===== src/rtl/mesh_input_dispatch.sv =====
// Mesh front-end loader: captures per-channel config and data words on one load,
// then each channel strobes its config and streams its words under valid/ready.

module mesh_input_dispatch_ch #(
  parameter int DATA_W = 32,
  parameter int CONF_W = 64,
  parameter int WORDS  = 2
) (
  input  logic                        clk,
  input  logic                        reset,
  input  logic                        accept,
  input  logic [CONF_W-1:0]           conf_in,
  input  logic [WORDS-1:0][DATA_W-1:0] data_in,
  input  logic                        data_ready,
  output logic                        idle,
  output logic [CONF_W-1:0]           conf_out,
  output logic                        conf_strobe,
  output logic [DATA_W-1:0]           data_out,
  output logic                        data_valid,
  output logic                        done
);
  localparam int IDX_W = (WORDS > 1) ? $clog2(WORDS) : 1;
  localparam logic [IDX_W-1:0] LAST = IDX_W'(WORDS - 1);

  typedef enum logic [1:0] {IDLE, CONF, DATA, DONE} state_t;

  typedef struct packed {
    logic [CONF_W-1:0]            conf;
    logic [WORDS-1:0][DATA_W-1:0] words;
  } cap_t;

  state_t            state, state_nx;
  logic [IDX_W-1:0]  idx, idx_nx;
  cap_t              cap_q;
  logic [DATA_W-1:0] cur_word;

  generate
    if (WORDS == 1) begin : g_one
      assign cur_word = cap_q.words[0];
    end else begin : g_many
      assign cur_word = cap_q.words[idx];
    end
  endgenerate

  // Buffers are cleared on reset so an aborted load leaves nothing behind.
  always_ff @(posedge clk or posedge reset) begin
    if (reset) begin
      state <= IDLE;
      idx   <= '0;
      cap_q <= '0;
    end else begin
      state <= state_nx;
      idx   <= idx_nx;
      if (accept) begin
        cap_q.conf  <= conf_in;
        cap_q.words <= data_in;
      end
    end
  end

  always_comb begin
    state_nx    = state;
    idx_nx      = idx;
    idle        = 1'b0;
    conf_strobe = 1'b0;
    data_valid  = 1'b0;
    data_out    = '0;
    done        = 1'b0;
    case (state)
      IDLE: begin
        idle = 1'b1;
        if (accept) begin
          state_nx = CONF;
          idx_nx   = '0;
        end
      end
      CONF: begin
        conf_strobe = 1'b1;
        state_nx    = DATA;
      end
      DATA: begin
        data_valid = 1'b1;
        data_out   = cur_word;
        if (data_ready) begin
          if (idx == LAST) state_nx = DONE;
          else             idx_nx   = idx + IDX_W'(1);
        end
      end
      DONE: begin
        done     = 1'b1;
        state_nx = IDLE;
      end
      default: state_nx = IDLE;
    endcase
  end

  assign conf_out = cap_q.conf;
endmodule

module mesh_input_dispatch #(
  parameter int NUM_CH       = 4,
  parameter int DATA_W       = 32,
  parameter int CONF_W       = 64,
  parameter int WORDS_PER_CH = 2,
  parameter int DROP_CNT_W   = 8
) (
  input  logic                                          clk,
  input  logic                                          reset,
  input  logic                                          load,
  input  logic [NUM_CH-1:0][CONF_W-1:0]                 conf_in,
  input  logic [NUM_CH-1:0][WORDS_PER_CH-1:0][DATA_W-1:0] data_in,
  output logic                                          load_ready,
  output logic [NUM_CH-1:0][CONF_W-1:0]                 conf_out,
  output logic [NUM_CH-1:0]                             conf_strobe,
  output logic [NUM_CH-1:0][DATA_W-1:0]                 data_out,
  output logic [NUM_CH-1:0]                             data_valid,
  input  logic [NUM_CH-1:0]                             data_ready,
  output logic [NUM_CH-1:0]                             done,
  output logic                                          all_done,
  output logic [DROP_CNT_W-1:0]                         dropped_loads
);
  logic [NUM_CH-1:0] idle;
  logic [NUM_CH-1:0] pending;
  logic              accept;

  assign load_ready = &idle;
  assign accept     = load & load_ready;

  genvar c;
  generate
    for (c = 0; c < NUM_CH; c++) begin : g_ch
      mesh_input_dispatch_ch #(
        .DATA_W (DATA_W),
        .CONF_W (CONF_W),
        .WORDS  (WORDS_PER_CH)
      ) u_ch (
        .clk         (clk),
        .reset       (reset),
        .accept      (accept),
        .conf_in     (conf_in[c]),
        .data_in     (data_in[c]),
        .data_ready  (data_ready[c]),
        .idle        (idle[c]),
        .conf_out    (conf_out[c]),
        .conf_strobe (conf_strobe[c]),
        .data_out    (data_out[c]),
        .data_valid  (data_valid[c]),
        .done        (done[c])
      );
    end
  endgenerate

  always_ff @(posedge clk or posedge reset) begin
    if (reset) begin
      pending       <= '0;
      dropped_loads <= '0;
    end else begin
      if (accept) pending <= '1;
      else        pending <= pending & ~done;
      if (load && !load_ready && (dropped_loads != '1))
        dropped_loads <= dropped_loads + DROP_CNT_W'(1);
    end
  end

  // Single pulse even when several final dones coincide.
  assign all_done = (|(pending & done)) && ((pending & ~done) == '0);
endmodule

===== config.mk =====
export PLATFORM = sky130hd
export DESIGN_NAME = mesh_input_dispatch
export DESIGN_NICKNAME = d
export VERILOG_FILES = /design/src/rtl/mesh_input_dispatch.sv
export SDC_FILE = /design/constraint.sdc
export NUM_CORES = 1
export LEC_CHECK = 0
export BUFFER_PORTS_ARGS = -buffer_cell sky130_fd_sc_hd__buf_2
export CORE_AREA = 3 3 362 364
export DETAILED_ROUTE_END_ITERATION = 16
export DIE_AREA = 0 0 365 367
export PLACE_DENSITY_LB_ADDON = 0.12
export SLEW_MARGIN = 10
export SYNTH_ARGS = -nofsm -noshare
export SYNTH_HDL_FRONTEND = slang
export SYNTH_SLANG_ARGS = --single-unit

===== constraint.sdc =====
create_clock -name clk -period 21.9 [get_ports clk]
set_input_delay 4.38 -clock clk [delete_from_list [all_inputs] [get_ports clk]]
set_output_delay 4.38 -clock clk [all_outputs]
set_load 0.03 [all_outputs]

==> summary.txt <==
Clock tree
  – Setup bufs post-CTS: 0
  – Cts bufs inserted: 72
  – Clk buf depth: 3
  – Clk sinks: roughly 540
  – Root Buffer: clkbuf_16
  – CTS H-tree depth: 3
  – CTS tree: yes
  – Hold Buf Count CTS: 0
  – Reg clk slew, reported paths: 0.06 ns
  – Clock latency on the worst-skew pair: between 0.6 and 0.7 ns
  – Post-cts repair resize count: 0

Logic synthesis
  – Syn_nets: 2307
  – Top post-synthesis cells by count: dfrtp_1, mux2_2, buf_4
  – Post-Syn Area: 0.0248 mm^2
  – Top cell type's share of synthesized area: 54.1%
  – Post-synth cell types: 29
  – Sequential share of the synthesized area: 54.1%
  – Synthesized area per cell: 14.0 um^2
  – Post-synthesis cell count: 1769
  – FF+latch count, synth: 536
  – Yosys warns: 0
  – Most common cell in the synthesized netlist: dfrtp_1
  – Top cells by area, synth: dfrtp_1, mux2_2, buf_4
  – Post-synth EDFFs: 0
  – Post-synth top flop: dfrtp_1
  – Most area-hungry cell type in the Yosys netlist: dfrtp_1
  – Post-synth ARST share: 100%

Floorplan
  – I/O Pins: 925
  – Die height: about 370 um
  – Core area: 0.128 mm^2
  – Num rows: around 130
  – Die area: 0.134 mm^2
  – Initial Util: 19.4%
  – Die W: 365 um

Timing
  – Tightest Pin Transition: 1.23 ns
  – Skew final: 0.0279 ns
  – Unrepaired setup endpoints after global routing: false
  – Finish-stage setup viols: 0
  – Fmax: 131 MHz
  – Final Hold Viols: 0
  – Setup_tns: 0 ns
  – Max Slew Vio Count: 0
  – WHS: 0.495 ns
  – Rel. slew slack: roughly 18%
  – Min Tclk post-route: 7.62 ns
  – Tcrit/Tclk final: about a third

Routing
  – Antenna viol nets, final: 0
  – Residual DRC: 0
  – WL/cell: 20.2 um
  – Vias/cell: about 3.8
  – Drt pass-1 iters: 4
  – Routed WL: 84300 um
  – Detailed Route Iter0 Violations: 491
  – Vias: 15901

Worst hold path
  – Hold Startpoint: g_ch[0].u_ch.conf_out[58]
  – Hold Path End: g_ch[0].u_ch.conf_out[58]
  – Hold Path Depth: 1
  – Worst Hold Class: reg2reg

Layout
  – Share of cells above drive strength 1: between 60% and 70%
  – Final core area utilization: 24.5%
  – Nets: 2970
  – Area Overhead vs Synth: 26.4%

Power
  – Pwr dens: 159 mW/mm^2
  – LEAKAGE: around 16 nW
  – Max rail drop VDD: 0.0695 mV

Worst setup path
  – Worst R2R Setup Slack: 17.35 ns
  – Worst Setup Start Kind: input port
  – RR Endpoint: g_ch[1].u_ch.conf_out[54]
  – CP arrival: 8.13 ns
  – Data required time of the worst path: between 20 and 25 ns
  – CP endpoint kind: flip-flop
  – Worst r2r path cells: 8
  – Reg-to-reg startpoint: g_ch[1].u_ch.state[0]
  – Crit Path Max Fanout: 63
  – CP Class: in2reg

GRT
  – GR Overflow Total: 0
  – Gr usage total: 12.1%
  – Largest net degree at the start of global routing: 151
  – Initial antenna violation count: between 60 and 70
  – Vias in the first global route: 17609
  – First-pass GRT wire length: 120000 um

Placed design
  – PortBufs: 924
  – DPL Wire Length: 64100 um
  – RePlAce Congestion: 0.752

Flow run
  – Max cap viols: 0

Status
  – Status: complete, no violations
critical path, stage by stage:
cell,delay (ns)
buf_2,0.12
and3_1,0.21
nand3_4,0.56
buf_4,0.74
buf_4,0.72
buf_4,0.74
mux2_2,0.43
state kept, by name, indices dropped and copies added, names as in the netlist:
| register | cells |
|---|---|
| g_ch.u_ch.conf_out | 256 |
| g_ch.u_ch.cap_q | 256 |
| g_ch.u_ch.state | 8 |
| dropped_loads | 8 |
| pending | 4 |
| g_ch.u_ch.idx | 4 |
cells by family (layout without fill, tap and decap cells):
family	Yosys count	count (layout)	synth area share, %
flip-flops	536	536	54.1
AND/OR/NAND/NOR	175	175	4.21
multiplexers	647	647	28.7
XOR/XNOR	2	2	0.0707
adder cells (fa/ha/maj)	19	19	0.959
AO/OA/AOI/OAI	23	23	0.576
buffers and inverters	367	1077	11.3
other	0	25	0
how the worst max path moves through the flow:
stage / startpoint / to / slack (ns) / depth (start not counted)
final: load / g_ch[1].u_ch.conf_out[54] / 14.28 / 7
after CTS: load / g_ch[1].u_ch.conf_out[42] / 14.26 / 7
after global placement: load / g_ch[1].u_ch.conf_out[56] / 13.62 / 7
after detailed placement: load / g_ch[1].u_ch.conf_out[42] / 13.51 / 7
after global routing: reset / dropped_loads[2] / 14.01 / 6
after floorplan: reset / dropped_loads[0] / 2.54 / 1
per-layer routing:
| layer | share of wire, % | GRT usage [%] | up-vias |
|---|---|---|---|
| met5 | 0.37 | 0 | - |
| met3 | 11 | 6.09 | 170 |
| met2 | 49 | 21.0 | 670 |
| met4 | 2.9 | 3.70 | 44 |
| li1 | - | - | 7148 |
| met1 | 37 | 12.8 | 7869 |
power by group:
part           total, W  internal, W  switching (W)
clock           0.00118     0.000724       0.000460
combinational   0.00205     0.000788        0.00126
sequential      0.00175      0.00149       0.000259
total           0.00498      0.00300        0.00198
cell type report:
cell class              instances  area, um^2
repair buffers                945        4790
inverters                      11        48.8
flip-flops and latches        536       13400
multi-input cells             866        8570
fillers                     13582       96400
clock buffers                 100        2060
clock inverters                21         288
well taps                    1662        2080
diodes                         25        62.6
stage by stage:
| stage | total power (W) | instances | instance area [um^2] | setup slack [ns] |
|---|---|---|---|---|
| 5_1_grt | 0.00530 | 4149 | 31300 | 14.01 |
| 3_3_place_gp | 0.00383 | 4020 | 28900 | 13.62 |
| 6_report | 0.00498 | 4166 | 31300 | 14.28 |
| 3_5_place_dp | 0.00386 | 4020 | 28900 | 13.51 |
| 2_1_floorplan | 0.00350 | 1769 | 24800 | 2.54 |
| 4_1_cts | 0.00510 | 4141 | 31300 | 14.26 |
cell usage in the layout, fill, tap and decap left out, types with 3 or more instances in the layout:
| cell type | Yosys | routed |
|---|---|---|
| clkbuf_1 | 19 | 14 |
| mux2_2 | 517 | 517 |
| mux2i_1 | 130 | 130 |
| nand2b_1 | 4 | 4 |
| a21oi_1 | 10 | 10 |
| clkbuf_16 | 0 | 73 |
| o21ai_0 | 4 | 4 |
| nor2_1 | 6 | 6 |
| ha_2 | 0 | 3 |
| buf_2 | 15 | 924 |
| dfrtp_1 | 536 | 532 |
| nand3_1 | 6 | 6 |
| buf_4 | 268 | 20 |
| clkbuf_8 | 0 | 13 |
| nand4_1 | 3 | 3 |
| nand2_1 | 18 | 18 |
| ha_1 | 19 | 16 |
| and3_1 | 3 | 3 |
| dfrtp_2 | 0 | 4 |
| clkinv_2 | 0 | 10 |
| a22oi_1 | 4 | 4 |
| inv_1 | 11 | 10 |
| diode_2 | 0 | 25 |
| nor2b_1 | 128 | 128 |
| bufinv_16 | 0 | 6 |
Note: power is estimated with default switching activity, not from simulation.
